--- src/rtl/softex_pkg.sv ---
// Shared types and helpers for the SoftEx lane split/merge engine.
// Latency: none (types and a pure mapping function only).
// Backpressure: not applicable.
// Contents: lane_cfg_t (runtime lane configuration) and elem_map(), which maps a
// wide-beat element index to the {phase, physical lane, lane slot} it travels on.
package softex_pkg;

  // Wide enough for any realistic physical lane count (up to 2^15 lanes).
  localparam int LANES_LOG2_W = 4;

  typedef struct packed {
    logic [LANES_LOG2_W-1:0] lanes_log2;
  } lane_cfg_t;

  typedef struct packed {
    logic [15:0] phase;
    logic [15:0] lane;
    logic [15:0] slot;
  } elem_map_t;

  // Element e lives on virtual lane v = e mod NUM_LANES in slot e div NUM_LANES.
  // Virtual lanes are folded onto the A = 1<<lanes_log2 active lanes over phases.
  function automatic elem_map_t elem_map(input int e, input int num_lanes,
                                         input logic [LANES_LOG2_W-1:0] lanes_log2);
    elem_map_t m;
    int        v;
    v       = e % num_lanes;
    m.slot  = 16'(e / num_lanes);
    m.phase = 16'(v >> lanes_log2);
    m.lane  = 16'(v & ((1 << lanes_log2) - 1));
    return m;
  endfunction

endpackage

--- src/rtl/softex_lane_phase_tracker.sv ---
// Phase counter plus per-lane done bits with completion detect, shared by split and merge.
// Latency: completion is combinational on hs_i; phase/done update at the next clock edge.
// Backpressure: none of its own; it only observes the handshakes its owner reports.
// Ports: clk_i, rst_i/clear_i (both synchronous, same effect here), lanes_log2_i,
//        active_i (lane < A mask), hs_i (lane handshakes this cycle),
//        phase_o, done_o (lanes finished in the current phase), wrap_o (last phase completes now).
module softex_lane_phase_tracker
  import softex_pkg::*;
#(
  parameter  int NUM_LANES  = 4,
  localparam int LOG2_LANES = (NUM_LANES > 1) ? $clog2(NUM_LANES) : 0,
  localparam int PH_W       = (LOG2_LANES > 0) ? LOG2_LANES : 1
) (
  input  logic                    clk_i,
  input  logic                    rst_i,
  input  logic                    clear_i,
  input  logic [LANES_LOG2_W-1:0] lanes_log2_i,
  input  logic [NUM_LANES-1:0]    active_i,
  input  logic [NUM_LANES-1:0]    hs_i,
  output logic [PH_W-1:0]         phase_o,
  output logic [NUM_LANES-1:0]    done_o,
  output logic                    wrap_o
);

  logic [PH_W-1:0]      phase_q, phase_d;
  logic [NUM_LANES-1:0] done_q, done_d;
  logic                 complete;
  logic                 last_phase;

  // Handshakes in the current cycle count toward completion; inactive lanes are
  // treated as already done.
  assign complete   = &(done_q | hs_i | ~active_i);
  assign last_phase = (phase_q == PH_W'((NUM_LANES >> lanes_log2_i) - 1));
  assign wrap_o     = complete & last_phase;
  assign phase_o    = phase_q;
  assign done_o     = done_q;

  always_comb begin
    phase_d = phase_q;
    done_d  = (done_q | hs_i) & active_i;
    if (complete) begin
      done_d  = '0;
      phase_d = last_phase ? '0 : phase_q + PH_W'(1);
    end
  end

  always_ff @(posedge clk_i) begin
    if (rst_i || clear_i) begin
      phase_q <= '0;
      done_q  <= '0;
    end else begin
      phase_q <= phase_d;
      done_q  <= done_d;
    end
  end

endmodule

--- src/rtl/softex_lane_splitmerge.sv ---
// Lane split/merge: wide beats are spread element-interleaved over A active lanes
// in P = NUM_LANES/A phases, and lane results are reassembled with the inverse map.
// Latency: accepted beat -> lane valid next cycle; last lane result -> out_valid_o next cycle.
// Backpressure: lanes complete independently; in_ready_o waits for the last phase to finish;
//   while a merged beat waits on out_ready_i the lanes stall, except that next-beat phase-0
//   data is taken in the same cycle the output drains.
// Ports: clk_i, rst_i, clear_i (also loads cfg_lanes_log2_i), wide in/out streams,
//        per-lane out/in streams, split_busy_o / merge_busy_o.
module softex_lane_splitmerge
  import softex_pkg::*;
#(
  parameter  int DATA_WIDTH    = 256,
  parameter  int ELEMENT_WIDTH = 16,
  parameter  int NUM_LANES     = 4,
  localparam int LANE_WIDTH    = DATA_WIDTH / NUM_LANES,
  localparam int EPB           = DATA_WIDTH / ELEMENT_WIDTH,
  localparam int LOG2_LANES    = (NUM_LANES > 1) ? $clog2(NUM_LANES) : 0,
  localparam int CFG_W         = (LOG2_LANES > 0) ? $clog2(LOG2_LANES + 1) : 1,
  localparam int PH_W          = (LOG2_LANES > 0) ? LOG2_LANES : 1
) (
  input  logic                            clk_i,
  input  logic                            rst_i,
  input  logic                            clear_i,
  input  logic [CFG_W-1:0]                cfg_lanes_log2_i,
  input  logic                            in_valid_i,
  output logic                            in_ready_o,
  input  logic [DATA_WIDTH-1:0]           in_data_i,
  output logic [NUM_LANES-1:0]            lane_out_valid_o,
  input  logic [NUM_LANES-1:0]            lane_out_ready_i,
  output logic [NUM_LANES*LANE_WIDTH-1:0] lane_out_data_o,
  input  logic [NUM_LANES-1:0]            lane_in_valid_i,
  output logic [NUM_LANES-1:0]            lane_in_ready_o,
  input  logic [NUM_LANES*LANE_WIDTH-1:0] lane_in_data_i,
  output logic                            out_valid_o,
  input  logic                            out_ready_i,
  output logic [DATA_WIDTH-1:0]           out_data_o,
  output logic                            split_busy_o,
  output logic                            merge_busy_o
);

  logic flush;
  assign flush = rst_i | clear_i;

  // ---------------------------------------------------------------- configuration
  lane_cfg_t lanes_cfg_q, lanes_cfg_d;

  always_comb begin
    lanes_cfg_d = lanes_cfg_q;
    if (clear_i) begin
      lanes_cfg_d.lanes_log2 = (int'(cfg_lanes_log2_i) > LOG2_LANES)
                             ? LANES_LOG2_W'(LOG2_LANES) : LANES_LOG2_W'(cfg_lanes_log2_i);
    end
  end

  always_ff @(posedge clk_i) begin
    if (rst_i) lanes_cfg_q.lanes_log2 <= LANES_LOG2_W'(LOG2_LANES);
    else       lanes_cfg_q            <= lanes_cfg_d;
  end

  // lane l is active iff l < A, i.e. l >> log2(A) == 0
  logic [NUM_LANES-1:0] active_mask;
  always_comb begin
    active_mask = '0;
    for (int l = 0; l < NUM_LANES; l++) begin
      active_mask[l] = ((l >> lanes_cfg_q.lanes_log2) == 0);
    end
  end

  // ---------------------------------------------------------------- split half
  logic [DATA_WIDTH-1:0] beat_q, beat_d;
  logic                  beat_valid_q, beat_valid_d;
  logic [NUM_LANES-1:0]  split_hs, split_sent;
  logic [PH_W-1:0]       split_phase;
  logic                  split_wrap;
  logic                  in_accept;

  softex_lane_phase_tracker #(.NUM_LANES(NUM_LANES)) u_split_trk (
    .clk_i        (clk_i),
    .rst_i        (rst_i),
    .clear_i      (clear_i),
    .lanes_log2_i (lanes_cfg_q.lanes_log2),
    .active_i     (active_mask),
    .hs_i         (split_hs),
    .phase_o      (split_phase),
    .done_o       (split_sent),
    .wrap_o       (split_wrap)
  );

  assign lane_out_valid_o = {NUM_LANES{beat_valid_q}} & active_mask & ~split_sent;
  assign split_hs         = lane_out_valid_o & lane_out_ready_i;
  // Ready also while the final phase drains, so back-to-back beats have no bubble.
  assign in_ready_o       = ~flush & (~beat_valid_q | split_wrap);
  assign in_accept        = in_valid_i & in_ready_o;

  always_comb begin
    beat_d       = beat_q;
    beat_valid_d = beat_valid_q;
    if (split_wrap) beat_valid_d = 1'b0;
    if (in_accept) begin
      beat_d       = in_data_i;
      beat_valid_d = 1'b1;
    end
  end

  always_ff @(posedge clk_i) begin
    if (flush) begin
      beat_q       <= '0;
      beat_valid_q <= 1'b0;
    end else begin
      beat_q       <= beat_d;
      beat_valid_q <= beat_valid_d;
    end
  end

  // Elements of the current phase are steered to their lane/slot; everything else,
  // including inactive lanes, reads as zero.
  always_comb begin
    elem_map_t m;
    m               = '0;
    lane_out_data_o = '0;
    for (int e = 0; e < EPB; e++) begin
      m = elem_map(e, NUM_LANES, lanes_cfg_q.lanes_log2);
      if (beat_valid_q && (m.phase == 16'(split_phase))) begin
        lane_out_data_o[int'(m.lane)*LANE_WIDTH + int'(m.slot)*ELEMENT_WIDTH +: ELEMENT_WIDTH] =
          beat_q[e*ELEMENT_WIDTH +: ELEMENT_WIDTH];
      end
    end
  end

  assign split_busy_o = beat_valid_q;

  // ---------------------------------------------------------------- merge half
  logic [DATA_WIDTH-1:0] acc_q, acc_d;
  logic                  full_q, full_d;
  logic [NUM_LANES-1:0]  merge_hs, merge_got;
  logic [PH_W-1:0]       merge_phase;
  logic                  merge_wrap;
  logic                  merge_drain;

  softex_lane_phase_tracker #(.NUM_LANES(NUM_LANES)) u_merge_trk (
    .clk_i        (clk_i),
    .rst_i        (rst_i),
    .clear_i      (clear_i),
    .lanes_log2_i (lanes_cfg_q.lanes_log2),
    .active_i     (active_mask),
    .hs_i         (merge_hs),
    .phase_o      (merge_phase),
    .done_o       (merge_got),
    .wrap_o       (merge_wrap)
  );

  // A full accumulator only admits phase-0 data of the next beat, and only in the
  // cycle it drains; phase-0 elements are rewritten after the old value leaves.
  assign merge_drain = full_q & out_ready_i & (merge_phase == '0);

  always_comb begin
    lane_in_ready_o = '0;
    if (!flush) begin
      lane_in_ready_o = active_mask & (full_q ? {NUM_LANES{merge_drain}} : ~merge_got);
    end
  end

  assign merge_hs = lane_in_valid_i & lane_in_ready_o;

  always_comb begin
    elem_map_t m;
    m     = '0;
    acc_d = acc_q;
    for (int e = 0; e < EPB; e++) begin
      m = elem_map(e, NUM_LANES, lanes_cfg_q.lanes_log2);
      if ((m.phase == 16'(merge_phase)) && merge_hs[int'(m.lane)]) begin
        acc_d[e*ELEMENT_WIDTH +: ELEMENT_WIDTH] =
          lane_in_data_i[int'(m.lane)*LANE_WIDTH + int'(m.slot)*ELEMENT_WIDTH +: ELEMENT_WIDTH];
      end
    end
  end

  assign full_d = merge_wrap | (full_q & ~out_ready_i);

  always_ff @(posedge clk_i) begin
    if (flush) begin
      acc_q  <= '0;
      full_q <= 1'b0;
    end else begin
      acc_q  <= acc_d;
      full_q <= full_d;
    end
  end

  assign out_valid_o  = full_q;
  assign out_data_o   = acc_q;
  assign merge_busy_o = full_q | (|merge_got) | (merge_phase != '0);

endmodule
--- config.mk ---
export PLATFORM = sky130hd
export DESIGN_NAME = softex_lane_splitmerge
export DESIGN_NICKNAME = d
export VERILOG_FILES = /design/src/rtl/softex_pkg.sv /design/src/rtl/softex_lane_phase_tracker.sv /design/src/rtl/softex_lane_splitmerge.sv
export SDC_FILE = /design/constraint.sdc
export NUM_CORES = 1
export LEC_CHECK = 0
export CELL_PAD_IN_SITES_DETAIL_PLACEMENT = 0
export CELL_PAD_IN_SITES_GLOBAL_PLACEMENT = 1
export CORE_AREA = 3 3 411 413
export DETAILED_ROUTE_END_ITERATION = 8
export DIE_AREA = 0 0 414 416
export PLACE_DENSITY = 0.53
export SLEW_MARGIN = 20
export SYNTH_ARGS = -nofsm -noshare
export SYNTH_HDL_FRONTEND = slang
export SYNTH_HIERARCHICAL = 1
export SYNTH_SLANG_ARGS = --single-unit
--- constraint.sdc ---
create_clock -name clk_i -period 3.2 [get_ports clk_i]
set_clock_uncertainty 0.05 [all_clocks]
set_input_delay 0.48 -clock clk_i [delete_from_list [all_inputs] [get_ports clk_i]]
set_output_delay 0.48 -clock clk_i [all_outputs]
set_load 0.005 [all_outputs]
### Word-level counts from Yosys, hierarchy flattened

Cells that the tools add are included.

| word-level totals | value |
|---|---|
| register bits after elaboration | 530 |
| bits in latches | 0 |
| memory bits (writable) | 0 |
| memory bits (read-only) | 0 |
| input bits | 527 |
| output and inout bits | 524 |
| memories kept | 0 |

| cells by class | value |
|---|---|
| add/subtract/negate cells | 25 |
| multipliers | 0 |
| div/mod/pow operators | 0 |
| $lt $le $gt $ge | 4 |
| equal/unequal tests | 10 |
| shift-type cells | 42 |
| muxes and demuxes | 41 |
| bitwise operators | 29 |
| reductions and logical operators | 21 |

Operators by type and width:

| kind | number |
|---|---|
| $bwmux W256 | 12 |
| $mux W256 | 12 |
| $shift A16 B33 Y256 const A | 12 |
| $shiftx A16 B33 Y256 | 12 |
| $shiftx A256 B10 Y16 | 6 |
| $shiftx A256 B9 Y16 | 5 |
| $shiftx A256 B8 Y16 | 1 |
| $neg A32 Y33 | 4 |
| $neg A8 Y33 | 4 |
| $eq A16 B2 Y1 | 8 |
| $logic_not A32 Y1 | 4 |
| $neg A9 Y33 | 3 |
| $mux W64 | 1 |
| $shr A1 B4 Y32 const A | 2 |
| $shr A2 B4 Y32 const A | 2 |
| $mux W48 | 1 |
| $add A8 B6 Y9 const B | 4 |
| $neg A7 Y33 | 1 |
| $mux W32 | 1 |
| $and A4 B4 Y4 | 7 |
| $add A8 B5 Y9 const B | 2 |
| $add A7 B6 Y8 const B | 2 |
| $mux W16 | 1 |
| $or A4 B4 Y4 | 4 |
| 24 further kinds | 61 |

### Longest topological paths before layout

Gate-level depths: netlist of the first run.

| depth | value |
|---|---|
| word-level depth | 31 |
| mapped depth | 20 |
| gate-level depth less buffers | 14 |

### Hierarchy

Netlist of the first run, hierarchy kept.

By module, submodules not included:

| module | instances | cells an instance | area an instance (sq um) | seq. area each (sq um) |
|---|---|---|---|---|
| softex_lane_splitmerge | 1 | 3,057 | 23,955.5 | 10,329.9 |
| softex_lane_phase_tracker | 2 | 30 | 349.1 | 120.1 |

### Worst setup path before layout of the first run

OpenSTA, ideal clock, no wires.

| timing path | value |
|---|---|
| kind | register to register |
| start | register lanes_cfg_q[1] (netlist bit) |
| end | register beat_q[37] |
| data arrival time | 3.560 ns |
| data required time | 3.091 ns |
| slack | -0.469 ns |
| stages on the path, launching flop included | 21 |
| clock period less this slack | 3.669 ns |
| cell sequence | dfxtp_1 -> buf_4 -> nor2_2 -> clkbuf_1 -> clkbuf_1 -> inv_1 -> ha_1 -> nand2_1 -> nor2_1 -> and2_1 -> nor3b_2 -> a2111oi_4 -> and3_2 -> nor2b_1 -> nor2_1 -> and2_1 -> clkbuf_1 -> clkbuf_1 -> clkbuf_1 -> nand2_1 -> nand2_1 |

| on the way | value |
|---|---|
| word-level cells in the longest chain between the ends | 12 |
| elaborated cells between the ends (all ways) | 22 |
| classes of those cells | add/sub (1); eq/ne (1); shift (5); bitwise (10); reduce/logical (5) |

RTL lines:

| element | RTL line | RTL |
|---|---|---|
| start: declaration | softex_lane_splitmerge.sv:45 | `lane_cfg_t lanes_cfg_q, lanes_cfg_d;` |
| start signal: assignment | softex_lane_splitmerge.sv:57 | `else lanes_cfg_q <= lanes_cfg_d;` |
| $shr A2 B4 Y32 | - |  |
| $logic_not A32 Y1 | softex_lane_splitmerge.sv:65 | `active_mask[l] = ((l >> lanes_cfg_q.lanes_log2) == 0);` |
| named net active_mask[2] | softex_lane_splitmerge.sv:61 | `logic [NUM_LANES-1:0] active_mask;` |
| $and A4 B4 Y4 (2 in a row) | softex_lane_splitmerge.sv:89 | `assign lane_out_valid_o = {NUM_LANES{beat_valid_q}} & active_mask & ~split_sent;` |
| named net lane_out_valid_o[2] | softex_lane_splitmerge.sv:28 | `output logic [NUM_LANES-1:0] lane_out_valid_o,` |
| $and A4 B4 Y4 | softex_lane_splitmerge.sv:90 | `assign split_hs = lane_out_valid_o & lane_out_ready_i;` |
| named net split_hs[2] | softex_lane_splitmerge.sv:72 | `logic [NUM_LANES-1:0] split_hs, split_sent;` |
| $or A4 B4 Y4 (2 in a row) | softex_lane_phase_tracker.sv:32 | `assign complete = &(done_q \| hs_i \| ~active_i);` |
| $reduce_and A4 Y1 | softex_lane_phase_tracker.sv:32 |  |
| $and A1 B1 Y1 | softex_lane_phase_tracker.sv:34 | `assign wrap_o = complete & last_phase;` |
| named net split_wrap | softex_lane_splitmerge.sv:74 | `logic split_wrap;` |
| $or A1 B1 Y1 | softex_lane_splitmerge.sv:92 | `assign in_ready_o = ~flush & (~beat_valid_q \| split_wrap);` |
| $and A1 B1 Y1 | softex_lane_splitmerge.sv:92 |  |
| named net in_ready_o | softex_lane_splitmerge.sv:26 | `output logic in_ready_o,` |
| $and A1 B1 Y1 | softex_lane_splitmerge.sv:93 | `assign in_accept = in_valid_i & in_ready_o;` |
| end signal: assignment | softex_lane_splitmerge.sv:110 | `beat_q <= beat_d;` |
| end: declaration | softex_lane_splitmerge.sv:70 | `logic [DATA_WIDTH-1:0] beat_q, beat_d;` |

The timed path passes the listed nets, and every way through them passes these cells.
A chain may end at the register's enable or synchronous reset.

### Worst setup path in the final report of the first run

| timing path | value |
|---|---|
| start | register lanes_cfg_q[1] (netlist bit) |
| end | output lane_out_data_o[153] |

| on the way | value |
|---|---|
| word-level cells in the longest chain between the ends | 28 |
| elaborated cells between the ends (all ways) | 80 |
| classes of those cells | add/sub (22); eq/ne (3); shift (28); mux (24); reduce/logical (3) |

RTL lines:

| element | RTL line | RTL |
|---|---|---|
| branches (longest 27 deep; another with $neg A32 Y33) | - |  |
| $mux W256 (*) | softex_lane_splitmerge.sv:123 | `if (beat_valid_q && (m.phase == 16'(split_phase))) begin` |
| end: declaration | softex_lane_splitmerge.sv:30 | `output logic [NUM_LANES*LANE_WIDTH-1:0] lane_out_data_o,` |

Mark *: on every way between the ends.

==> flow_summary.json, run 1 <==
{
  "die_w_um": 414,
  "final_core_util_pct": 26.8,
  "viasPerCell": 4.34,
  "vdd_drop_max_mv": 0.337,
  "ios": 1051,
  "setup_violations": 159,
  "std_cell_rows": 149,
  "finalHoldViolations": 0,
  "synthMuxAreaShare_pct": 5.24,
  "p_switching_w": 0.00510,
  "dp_slack_ns": -0.598,
  "p_int_w": 0.0134,
  "synth_fa_ha_area_share_pct": 0.102,
  "p_sw_share_pct": 27.6,
  "grt_start_max_net_pins": 185,
  "layout_commonest_cell": "nand2_1",
  "worstSetupStartpointType": "flop",
  "most-common-layout-cells": "nand2_1, clkdlybuf4s50_1, dfxtp_1, nand3_1, buf_6",
  "synth_edf_count": 0,
  "crit_type": "reg2out",
  "slew_headroom_pct": 20.4,
  "pwr-share-seq_pct": 38.0,
  "clock_sinks": 528,
  "numCtsBuffers": 73,
  "hold_buffers": 0,
  "startpoint": "lanes_cfg_q[1]$_SDFFE_PP1P_",
  "violations": "negative setup slack",
  "start_util_pct": 14.9,
  "synth_warnings": 6,
  "grt_pass1_vias": 28600,
  "async_flop_share_pct": 0,
  "power.share.clock_pct": 46.8,
  "maxClockFrequency_mhz": 292,
  "synthCells": 3117,
  "synth-simple-area-share_pct": 27.5,
  "synth_xor_area_share_pct": 0.249,
  "worst_pin_slew_ns": 1.19,
  "slowest_stage": "dfxtp_4",
  "cap_violations": 0,
  "syn_area_um2": 24700,
  "path_clk_slew_ns": 0.06,
  "core-area_um2": 165000,
  "clockBufferDepth": 3,
  "end_kind": "primary output",
  "p_leak_nw": 18.4,
  "crit_buf_inv": 5,
  "drive_gt1_share_pct": 20.1,
  "port_buffers": 1050,
  "yosysSeqAreaShare_pct": 42.9,
  "power.share.combinational_pct": 15.1,
  "grt_pass1_wl_um": 231000,
  "powerDensity_nw_per_um2": 417,
  "cp.arrival_ns": 2.89,
  "die_area_um2": 172000,
  "fin_crit_ns": 3.42,
  "syn_to_final_growth_pct": 79.3,
  "maxSlewViolCount": 0,
  "clock_latency_ns": 0.67,
  "layout.nets": 4828,
  "ys_types": 63,
  "root_buffer": "clkbuf_16",
  "worstPathMaxFanout": 7,
  "min_from": "in_data_i[96]",
  "fin_crit_sh_pct": 107,
  "hpwl_um": 119000,
  "avgSynthCellArea_um2": 7.91,
  "synth_top_family_by_area": "simple AND/OR/NAND/NOR gates",
  "reg2reg_from": "lanes_cfg_q[1]$_SDFFE_PP1P_",
  "rsz0062_at_grt": "yes",
  "first_pass_iters": 7,
  "ant_nets": 0,
  "cts_tree": "yes",
  "yosys_most_used_dff": "dfxtp_1",
  "drt_iter0_drc": 1743,
  "route.vias.total": 28500,
  "die_h_um": 416,
  "antenna_found_initial": 46,
  "synth_compound_area_share_pct": 19.0,
  "drc": 0,
  "holdCritPathClass": "in2reg",
  "crit_family": "compound AO/OA/AOI/OAI gates",
  "wire_per_inst_um": 25.6,
  "outcome": "finished, violations left",
  "wl_um": 168000,
  "slowest_delay_ns": 0.39,
  "track_usage_pct": 18.6,
  "worst_ep_required_time_ns": 2.67,
  "grt_remaining_overflow": 0,
  "synth-seq-cells": 528,
  "finalWeightedCongestion": 0.847,
  "path_cells": "nand2b_4, inv_2, ha_4, o32a_1, o22a_1, nor2_4, buf_12, buf_6, buf_16, a22o_1, clkdlybuf4s15_1",
  "fin_ws_ns": -0.219,
  "h-tree-depth": 3
}
-- metrics by stage --
stage / hold slack, ns / TNS [ns] / instances / power (W) / area, µm²
floorplan: 0.384 / 0 / 3131 / 0.00803 / 24800
global placement: 0.392 / -98.41 / 6218 / 0.00970 / 38500
detailed placement: 0.395 / -88.05 / 6218 / 0.00970 / 38500
CTS: 0.213 / -55.65 / 6501 / 0.0187 / 43000
global route: 0.263 / -41.85 / 6549 / 0.0192 / 44200
finish: 0.302 / -16.93 / 6566 / 0.0184 / 44200
-- per-layer routing --
layer / vias to the layer above / GRT usage [%] / wire length, µm
met5: - / 0 / 288
met4: 42 / 5.52 / 4950
met3: 225 / 5.94 / 13900
met2: 1068 / 33.2 / 84200
met1: 13800 / 21.0 / 65000
li1: 13400 / - / -
-- cell type report --
cell class	count	area, µm²
diodes	21	52.6
clock buffers	104	2160
clock inverters	28	320
fillers	18100	121000
inverters	7	31.3
multi-input cells	2301	13800
flip-flops and latches	528	10600
well taps	2189	2740
repair buffers	1388	14500
-- sequential cells by signal (all words and copies together) (netlist names) --
register	flops
beat_q	256
lanes_cfg_q	2
out_data_o	256
out_valid_o	1
split_busy_o	1
u_merge_trk/done_o	4
u_merge_trk/phase_o	2
u_split_trk/done_o	4
u_split_trk/phase_o	2
-- tightest hold or removal path, cell delays in order --
cell             delay, ns
clkdlybuf4s50_1       0.39
nand2_1               0.05
nand2_1               0.04
-- synth_stat cells, types with 7 or more instances --
cell,n,area [µm²]
dfxtp_1,528,10600
a22o_1,112,981
a221o_1,64,641
and2_1,122,763
mux2i_1,128,1280
nand2_1,870,3270
o41ai_1,33,289
o21ai_0,33,165
nor3_1,8,40.0
a211oi_1,129,968
and3_1,37,231
nand2b_1,7,43.8
buf_1,16,60.1
a311oi_1,33,289
a21oi_1,69,345
nor2_1,210,788
o311ai_0,33,289
clkbuf_1,239,897
a22oi_1,64,480
nand3_1,261,1310
buf_2,31,155
-- power by group through the flow --
stage | logic (W) | registers, W | clock network (W)
final | 0.00279 | 0.00701 | 0.00864
after global routing | 0.00299 | 0.00703 | 0.00913
after floorplan | 0.000994 | 0.00704 | 0
after detailed placement | 0.00255 | 0.00715 | 0
after global placement | 0.00255 | 0.00715 | 0
after CTS | 0.00277 | 0.00701 | 0.00893
-- path summary, 6_finish.rpt --
path | endpoint | slack, ns | cells after the start
worst min-delay path | beat_q[96]$_SDFFE_PP0P_ | 0.30 | 3
worst max-delay path | lane_out_data_o[153] | -0.22 | 11
worst max register to register | out_data_o[191]$_SDFFE_PP0P_ | 0.17 | 9
worst min register to register | out_data_o[137]$_SDFFE_PP0P_ | 0.40 | 2
-- cells by family after synthesis --
group           Yosys count
simple gates           1554
compound gates          593
flops                   528
buf+inv                 302
mux                     129
xor+xnor                  7
fa+ha+maj                 2
other cells               2
-- timing repair --
| item | 4_1_cts | 5_1_grt |
|---|---|---|
| pin swaps | 49 | 114 |
| cloned | 26 | 5 |
| endpoints found under the setup margin | 513 | 285 |
| gates resized for setup | 1072 | 401 |
| buffers inserted | 128 | 87 |
Power figures use the tool's default switching activity.
==> run 2, diff against run 1 <==
--- a/config.mk
+++ b/config.mk
@@ -10,7 +10,7 @@
 export CORE_AREA = 3 3 411 413
 export DETAILED_ROUTE_END_ITERATION = 8
 export DIE_AREA = 0 0 414 416
-export PLACE_DENSITY = 0.53
+export PLACE_DENSITY = 0.58
 export SLEW_MARGIN = 20
 export SYNTH_ARGS = -nofsm -noshare
 export SYNTH_HDL_FRONTEND = slang
==> run 2 against run 1 <==
  * The flow still finishes with violations (negative setup slack)
  * Critical path type unchanged
  * Final cell count grew 0.69%
  * Sequential cell count is the same
  * Count of clock-buffer cells in the layout grew 3
  * Largest cell class unchanged
  * Clock power shrank 4.3%
  * Die area is the same
  * Final area grew 1.7%
  * Highest routed layer unchanged
  * Maximum frequency shrank 1.6%
  * Register-to-register slack lost 0.16 ns
==> flow_summary.json, run 2 (same netlist as run 1, synthesis figures left out) <==
{
  "outcome": "finished, violations left",
  "violations": "negative setup slack",
  "finalWeightedCongestion": 0.868,
  "route.vias.total": 29100,
  "start_util_pct": 14.9,
  "syn_to_final_growth_pct": 82.3,
  "grt_start_max_net_pins": 136,
  "fin_crit_sh_pct": 109,
  "clockBufferDepth": 3,
  "setup_violations": 173,
  "first_pass_iters": 5,
  "grt_pass1_vias": 28900,
  "finalHoldViolations": 0,
  "worst_ep_required_time_ns": 2.67,
  "fin_cells": 6611,
  "viasPerCell": 4.40,
  "power_w": 0.0182,
  "crit_path_frequent_cell": "buf_12",
  "drt_iter0_drc": 1893,
  "die_area_um2": 172000,
  "wire_per_inst_um": 26.3,
  "clock_sinks": 528,
  "maxClockFrequency_mhz": 288,
  "fin_crit_ns": 3.48,
  "root_buffer": "clkbuf_16",
  "port_buffers": 1050,
  "place_inst": 6232,
  "final_core_util_pct": 27.2,
  "die_w_um": 414,
  "hpwl_um": 119000,
  "rsz0062_at_grt": "yes",
  "reg2reg_slack_ns": 0.01,
  "vdd_drop_max_mv": 0.318,
  "reg2reg_from": "lanes_cfg_q[0]$_SDFFE_PP0P_",
  "antenna_found_initial": 41,
  "h-tree-depth": 3,
  "r2r_end": "beat_q[224]$_SDFFE_PP0P_",
  "powerDensity_nw_per_um2": 404,
  "worst_hold_path.num_cells": 3,
  "p_leak_nw": 18.6,
  "fin_ws_ns": -0.275,
  "path_cells": "buf_12, nand2b_4, o22ai_4, o2111a_4, buf_12, buf_12, buf_12, buf_8, buf_8, buf_6, a221o_1, buf_2",
  "ant_nets": 0,
  "slowest_delay_ns": 0.39,
  "whs_ns": 0.291,
  "slew_headroom_pct": 38.7,
  "track_usage_pct": 19.2,
  "cts_tree": "yes",
  "slowest_stage": "dfxtp_4",
  "hold_buffers": 0,
  "layout.nets": 4881,
  "cap_violations": 0,
  "layout_commonest_cell": "nand2_1",
  "grt_remaining_overflow": 0,
  "clock_latency_ns": 0.67,
  "path_clk_slew_ns": 0.06,
  "worstSetupStartpointType": "flop",
  "die_h_um": 416,
  "grt_pass1_wl_um": 237000,
  "worst_pin_slew_ns": 0.913,
  "r2r_cells": 18,
  "end_kind": "primary output",
  "maxSlewViolCount": 0,
  "drive_gt1_share_pct": 20.5,
  "holdCritPathClass": "in2reg",
  "numCtsBuffers": 71,
  "worstPathMaxFanout": 6,
  "crit_type": "reg2out",
  "min_from": "in_data_i[216]",
  "ios": 1051,
  "drc": 0,
  "most-common-layout-cells": "nand2_1, clkdlybuf4s50_1, dfxtp_1, nand3_1, buf_6",
  "cp.arrival_ns": 2.95,
  "wl_um": 174000,
  "whs_endpoint": "beat_q[216]$_SDFFE_PP0P_",
  "fin_tns_setup_ns": -19.75,
  "std_cell_rows": 149,
  "core-area_um2": 165000
}
## run 2: how the worst max path moves through the flow
stage / cells past startpoint / end / startpoint
finish: 12 / lane_out_data_o[53] / lanes_cfg_q[0]$_SDFFE_PP0P_
global route: 13 / lane_out_data_o[189] / lanes_cfg_q[1]$_SDFFE_PP1P_
CTS: 13 / lane_out_data_o[24] / lanes_cfg_q[0]$_SDFFE_PP0P_
detailed placement: 9 / in_ready_o / lane_out_ready_i[1]
global placement: 9 / in_ready_o / lane_out_ready_i[1]
floorplan: 20 / beat_q[37]$_SDFFE_PP0P_ / lanes_cfg_q[1]$_SDFFE_PP1P_
## run 2: routing by layer
metal / track usage [%] / share of wire [%]
met2: 34.4 / 50
met4: 7.30 / 4.4
met1: 21.1 / 37
met3: 6.01 / 8.8
met5: 0 / 0.14
## run 2: layout make-up
class	count	area, µm²
Multi-Input combinational cell	2301	13700
Tap cell	2189	2740
Clock inverter	20	283
Antenna cell	16	40.0
Inverter	7	33.8
Clock buffer	107	2080
Sequential cell	528	10600
Timing Repair Buffer	1443	15400
Fill cell	18000	120000
## run 2: stage by stage
step | instance area (µm²) | setup slack [ns]
6_report | 44900 | -0.275
5_1_grt | 44900 | -0.381
4_1_cts | 44500 | -0.522
3_5_place_dp | 38700 | -0.248
3_3_place_gp | 38700 | -0.225
2_1_floorplan | 24800 | 0.00309
## run 2: timing repair
action | in CTS | in global routing
setup endpoints to repair | 513 | 464
pin swaps | 91 | 74
gates resized for setup | 1109 | 337
buffers inserted | 167 | 64
endpoints found under the hold margin | 0 | 0
gates cloned | 48 | 6
## run 2: where the power goes
part | switching (W) | total (W) | internal [W]
combinational | 0.00145 | 0.00291 | 0.00146
sequential | 0.000217 | 0.00699 | 0.00678
clock | 0.00348 | 0.00827 | 0.00478
## run 2: worst max-delay path, delay by kind of cell (launching register included)
family / cells / cell delay (ns)
AOI/OAI and AO/OA: 3 / 0.71
buffers and inverters: 8 / 1.02
DFF: 1 / 0.39
and+or+nand+nor: 1 / 0.13
